===== src/rtl/alu_operand_stage.sv =====
// Operand/write-back stage around an external combinational ALU: latches an instruction,
// fetches operands from a small register bank, and writes the ALU result back. Optional: OPSTAGE_R0_ZERO_EN.
module alu_operand_stage #(
   parameter int DATA_LEN     = 16,
   parameter int ALU_SIG_LEN  = 3,
   parameter int REG_ADDR_LEN = 3
) (
   input  logic                    clk,
   input  logic                    reset,
   input  logic                    instr_valid,
   output logic                    instr_ready,
   input  logic [ALU_SIG_LEN-1:0]  instr_op,
   input  logic [REG_ADDR_LEN-1:0] instr_ra,
   input  logic [REG_ADDR_LEN-1:0] instr_rb,
   input  logic [REG_ADDR_LEN-1:0] instr_rd,
   input  logic                    ld_en,
   input  logic [REG_ADDR_LEN-1:0] ld_addr,
   input  logic [DATA_LEN-1:0]     ld_data,
   output logic [DATA_LEN-1:0]     alu_a,
   output logic [DATA_LEN-1:0]     alu_b,
   output logic [ALU_SIG_LEN-1:0]  alu_select,
   input  logic [DATA_LEN-1:0]     alu_out,
   input  logic                    alu_z,
   output logic                    z_reg,
   output logic                    wb_done,
   output logic                    halted
);

   localparam int NUM_REGS = 2**REG_ADDR_LEN;
   localparam logic [ALU_SIG_LEN-1:0] OP_ADD  = ALU_SIG_LEN'(0);
   localparam logic [ALU_SIG_LEN-1:0] OP_SUB  = ALU_SIG_LEN'(1);
   localparam logic [ALU_SIG_LEN-1:0] OP_HALT = ALU_SIG_LEN'(6);

   typedef enum logic [2:0] {S_IDLE, S_FETCH, S_EXEC, S_WRITE, S_HALT} state_t;

   state_t                  state_q, state_d;
   logic [ALU_SIG_LEN-1:0]  op_q;
   logic [REG_ADDR_LEN-1:0] ra_q, rb_q, rd_q;
   logic [DATA_LEN-1:0]     alu_a_q, alu_b_q;
   logic [ALU_SIG_LEN-1:0]  alu_sel_q;
   logic                    z_q;
   logic [DATA_LEN-1:0]     regs_q [NUM_REGS];

   logic                    accept;
   logic [DATA_LEN-1:0]     rd_a, rd_b;
   logic                    wr_en;
   logic [REG_ADDR_LEN-1:0] wr_addr;
   logic [DATA_LEN-1:0]     wr_data;

   assign alu_a      = alu_a_q;
   assign alu_b      = alu_b_q;
   assign alu_select = alu_sel_q;
   assign z_reg      = z_q;

   always_comb begin
      state_d     = state_q;
      instr_ready = 1'b0;
      wb_done     = 1'b0;
      halted      = 1'b0;
      accept      = 1'b0;
      case (state_q)
         S_IDLE: begin
            // a direct load takes the cycle; the instruction waits
            instr_ready = !ld_en;
            if (instr_valid && !ld_en) begin
               accept  = 1'b1;
               state_d = S_FETCH;
            end
         end
         S_FETCH: state_d = S_EXEC;
         S_EXEC:  state_d = (op_q == OP_HALT) ? S_HALT : S_WRITE;
         S_WRITE: begin
            wb_done = !reset;
            state_d = S_IDLE;
         end
         S_HALT:  halted = 1'b1;
         default: state_d = S_IDLE;
      endcase
   end

   always_comb begin
      rd_a = regs_q[ra_q];
      rd_b = regs_q[rb_q];
`ifdef OPSTAGE_R0_ZERO_EN
      if (ra_q == '0) rd_a = '0;
      if (rb_q == '0) rd_b = '0;
`endif
   end

   always_comb begin
      wr_en   = (state_q == S_WRITE) || (state_q == S_IDLE && ld_en);
      wr_addr = (state_q == S_WRITE) ? rd_q : ld_addr;
      wr_data = (state_q == S_WRITE) ? alu_out : ld_data;
`ifdef OPSTAGE_R0_ZERO_EN
      if (wr_addr == '0) wr_en = 1'b0;
`endif
   end

   always_ff @(posedge clk) begin
      if (reset) begin
         state_q   <= S_IDLE;
         op_q      <= '0;
         ra_q      <= '0;
         rb_q      <= '0;
         rd_q      <= '0;
         alu_a_q   <= '0;
         alu_b_q   <= '0;
         alu_sel_q <= '0;
         z_q       <= 1'b0;
         for (int i = 0; i < NUM_REGS; i++) regs_q[i] <= '0;
      end else begin
         state_q <= state_d;
         if (accept) begin
            op_q <= instr_op;
            ra_q <= instr_ra;
            rb_q <= instr_rb;
            rd_q <= instr_rd;
         end
         if (state_q == S_FETCH) begin
            alu_a_q   <= rd_a;
            alu_b_q   <= rd_b;
            alu_sel_q <= op_q;
         end
         // only add/sub refresh the zero flag
         if (state_q == S_WRITE && (op_q == OP_ADD || op_q == OP_SUB)) z_q <= alu_z;
         if (wr_en) regs_q[wr_addr] <= wr_data;
      end
   end

endmodule


===== config.mk =====
export PLATFORM = sky130hd
export DESIGN_NAME = alu_operand_stage
export DESIGN_NICKNAME = d
export VERILOG_FILES = /design/src/rtl/alu_operand_stage.sv
export SDC_FILE = /design/constraint.sdc
export NUM_CORES = 1
export LEC_CHECK = 0
export ABC_AREA = 1
export CAP_MARGIN = 10
export CORE_MARGIN = 2
export CORE_UTILIZATION = 60
export CTS_CLUSTER_DIAMETER = 50
export DETAILED_ROUTE_END_ITERATION = 16
export PLACE_DENSITY = 0.83
export SYNTH_ARGS = -nofsm -noshare
export SYNTH_HDL_FRONTEND = slang
export SYNTH_SLANG_ARGS = --single-unit
export TNS_END_PERCENT = 5

===== constraint.sdc =====
create_clock -name clk -period 3.09 [get_ports clk]
set_input_delay 0.7725 -clock clk [delete_from_list [all_inputs] [get_ports clk]]
set_output_delay 0.7725 -clock clk [all_outputs]
set_load 0.005 [all_outputs]

## Yosys cells after proc, flatten, opt, wreduce, memory -nomap -nowiden

Memory sizes are Yosys's and may differ from the RTL's. A register that Yosys moved wholly into a read port is not among the register bits.
Cells that the tools add are included.

| word-level totals | value |
|---|---|
| output and inout bits | 39 |
| RAM bits | 128 |
| memories | 1 |
| word-level logic and storage cells | 45 |
| flip-flop bits (word level) | 19 |
| input port bits | 52 |

Memory list:

| name | words | bits a word | read ports | clocked after memory_dff | write ports | RTL line | text |
|---|---|---|---|---|---|---|---|
| regs_q | 8 | 16 | 2 | 2 | 8 | 42 | `logic [DATA_LEN-1:0] regs_q [NUM_REGS];` |

| cells by class | value |
|---|---|
| equal/unequal tests | 7 |
| multiplexer cells | 18 |
| reduce and logical (&&, ||, !) cells | 11 |
| bitwise operators | 1 |

Operators with widths:

| cell | number |
|---|---|
| 16-bit two-way mux | 2 |
| 16-bit OR reduction | 1 |
| 3-bit two-way mux | 4 |
| 3-bit case mux with 4 select lines | 1 |
| 1-bit two-way mux | 11 |
| 3-bit by 1-bit == test with 1-bit output, second input constant | 2 |
| 3-bit by 2-bit == test with 1-bit output, second input constant | 2 |
| 3-bit == test, second input constant | 2 |
| 3-bit zero test | 2 |
| 1-bit logical AND | 3 |
| 1-bit zero test | 2 |
| 1-bit logical OR | 2 |
| 2-bit != test, second input constant | 1 |
| 2-bit AND reduction | 1 |
| 1-bit inverter | 1 |

## Depth between registers and ports, before layout

| logic depth | value |
|---|---|
| depth in word-level cells | 8 |
| mapped depth | 9 |
| gate-level depth less buffers | 8 |

## Worst setup path after synthesis

No wires, ideal clock.

| timing | value |
|---|---|
| path type | in2reg |
| from | input reset |
| to | memory regs_q[1][0] (enable) |
| stages on the path | 8 |
| setup time | 0.372 ns |
| data arrival time | 1.828 ns |
| path buffers | 1 |
| slack | 0.890 ns |
| data required time | 2.718 ns |
| cells stage by stage | inv_1 nand2_1 o21ai_2 nand2_1 inv_2 nand2_2 buf_6 nand2_1 |

RTL lines:

| item | RTL line | text |
|---|---|---|
| start: declaration | 9 | `input logic reset,` |
| end: declaration | 42 |  |

## Final worst setup path

| timing | value |
|---|---|
| from | input reset |
| to | output wb_done |

| between the ends | value |
|---|---|
| longest elaborated chain between the ends | 2 |

Ends and longest elaborated chain:

| item | RTL line | text |
|---|---|---|
| 1-bit zero test | 73 | `wb_done = !reset;` |
| 1-bit two-way mux | 61 | `case (state_q)` |
| end: declaration | 25 | `output logic wb_done,` |

No other way between the ends.

==> reports/summary.txt <==
Vias in the first global route: 7659
Max Fanout on Critical Path: 5
Dpl hpwl: 15.92 mm
WL final: 25.29 mm
Pwr/cell area: 598.1 mW/mm2
RSZ-0062 raised after global routing: no
Area of the multi-input gates: 0.003617 mm2
Die Width: 129.2 um
Routed vias/inst: 5.777
Period utilization: 90.47%
R2r endpoint: regs_q[7][9]
Initial core utilization: 61.60%
# rows: 45
Top-count cell post-synth: nand2_1
Synth top area share: 40.89%
Synth Cell Area: 0.009399 mm2
Slowest cell on the critical path: clkdlybuf4s50_1
Clock latency on the worst-skew pair: 0.44 ns
Initial antenna violation count: 0
Clk sinks: 179
Gr usage total: 31.07%
Fill cell count: 1107
Number of flip-flops in the largest register: 128
Layout Skew: 0.008581 ns
CTS tree: done
R2R cell count: 7
Worst reg2reg path startpoint: state_q[1]
Post-CTS Setup Inserts: 0
Element type at the critical path end: output port
Flops & latches, synth: 179
Seq/Total Area, Yosys: 51.76%
Cell taking the most area after synthesis: edfxtp_1
Hold WC Path Type: register to register
Vias: 8590
CTS buffer count: 17
Worst-margin pin slew: 1.213 ns
Post-Syn Instances: 1190
Rel. slew slack: 19.02%
Ratio of cells with drive above 1 in the final layout: 8.229%
Initial drt markers: 1436
HP Start: z_reg
Io pins: 91
Core area: 0.01526 mm2
# diodes: 0
Remaining DRCs: 0
Flip-flop and latch area: 0.004867 mm2
Max-slew violations: 0
CTS clk-pin slew, worst paths: 0.07 ns
Final setup fails: 0
Post_cts resized: 0
Die area: 0.01668 mm2
Largest net degree at the start of global routing: 66
Die height: 129.2 um
Setup CP Type: input pin to output port
Reg-to-reg slack, setup: 0.91 ns
Fmax: 357.7 MHz
Area growth from synthesis to layout: 18.65%
Hold_buf cts: 0
Fin crit period: 2.796 ns
Synth area leaders: edfxtp_1 41%, nand2_1 12%, dfxtp_1 11%
LEAKAGE: 0.004956 uW
First-pass GRT wire length: 39.60 mm
CP Cell Sequence: clkdlybuf4s50_1 > inv_1 > nand2_2 > inv_1 > clkdlybuf4s50_1
Setup crit end: wb_done
Layout Nets: 1315
Clock Root Buffer: clkbuf_16
Final Hold Viols: 0
H-tree depth: 4
Setup TNS: 0 ns
GRT Residual Overflow: 0
Outcome: finished, final reports clean
Port bufs: 90
Worst hold slack: 0.4921 ns
Max VDD drop: 0.0004494 V
Top_reg_cell synth: edfxtp_1
Critical path origin: reset
Commonest cells post-synth: 309 x nand2_1, 194 x nand3_1, 154 x nor2_1
DR pass1 iterations: 8
Final ANT Viol Nets: 0
Max-cap violations: 0
Ys async rst share: 0%
Crit path largest cell delay: 0.49 ns
Clock buffer depth: 2
Yosys warns: 0
Worst EP required: 2.32 ns
Post-Syn Nets: 1242
Setup crit start kind: input pin
Worst path arrival time: 2.02 ns
Largest reg by FF count: regs_q
Final design utilization: 73.09%
Synth unique cells: 27
Syn avg cell area: 7.898 um2
Routability cong.: 0.8872
Drt wl/cell: 17.01 um
Number of synthesized flops with an enable pin: 128
==> cells by family after synthesis <==
family	after synthesis	synth area share, %
simple gates	679	30.36
flops	179	51.76
buf+inv	221	9.758
compound gates	95	5.218
mux	16	2.902
==> cell type report <==
type	instances	area share, %
flip-flops and latches	179	43.64
multi-input cells	790	32.44
repair buffers	125	11.06
inverters	150	5.049
clock buffers	17	3.815
well taps	211	2.367
clock inverters	15	1.627
==> power by group <==
group	leakage, uW	internal, uW	switching [uW]
Sequential	0.00174	2780	102
Clock	0.000284	1280	953
Combinational	0.00293	594	960
Total	0.00496	4660	2010
==> worst min-delay path by stage <==
stage | end | slack, ns | cells past startpoint
after floorplan | alu_select[0] | 0.44 | 2
final | z_reg | 0.49 | 2
after CTS | alu_select[0] | 0.49 | 2
after global placement | z_reg | 0.47 | 2
after global routing | alu_select[0] | 0.51 | 2
after detailed placement | rd_q[0] | 0.48 | 2
==> cells in the final DEF (no fill, tap or decap) <==
| cell | n |
|---|---|
| nand3_1 | 194 |
| buf_16 | 1 |
| nand3_2 | 1 |
| clkinvlp_4 | 4 |
| nor2_2 | 8 |
| inv_6 | 3 |
| clkdlybuf4s50_1 | 90 |
| o21ai_2 | 3 |
| mux2i_4 | 9 |
| a21oi_1 | 38 |
| clkinv_4 | 3 |
| inv_1 | 144 |
| buf_12 | 4 |
| dfxtp_2 | 2 |
| dfxtp_1 | 49 |
| mux2i_1 | 7 |
| clkbuf_16 | 17 |
| o21ai_0 | 50 |
| nand4_1 | 1 |
| o21ai_1 | 2 |
| bufinv_16 | 3 |
| nand2_2 | 10 |
| buf_4 | 30 |
| clkinv_2 | 1 |
| nor3_1 | 1 |
| nor2_1 | 154 |
| o211ai_1 | 1 |
| a31oi_1 | 1 |
| nand2_1 | 309 |
| inv_2 | 5 |
| edfxtp_1 | 128 |
| nor2_4 | 1 |
| clkinv_1 | 2 |
==> metal layers <==
layer	GRT usage, %	wire length [um]	vias up
met3	8.753	3476	73
met2	46.25	11360	654
li1	-	-	3967
met4	11.83	538	0
met5	0	0	-
met1	43.59	9912	3896
==> worst max-delay path: cells and delay by family <==
family                 cells  cell delay, ns
buffers and inverters      4            1.18
AND/OR/NAND/NOR            1            0.07
==> stage by stage <==
| step | worst slack [ns] | cells | total power [uW] | cell area [um2] |
|---|---|---|---|---|
| 4_1_cts | 0.2812 | 1486 | 6605 | 11120 |
| 2_1_floorplan | 0.8902 | 1190 | 3791 | 9399 |
| 5_1_grt | 0.2124 | 1487 | 6919 | 11150 |
| 3_3_place_gp | 0.2479 | 1454 | 4370 | 10520 |
| 3_5_place_dp | 0.2300 | 1454 | 4404 | 10520 |
| 6_report | 0.2944 | 1487 | 6670 | 11150 |
Note: power is estimated with default switching activity, not from simulation.
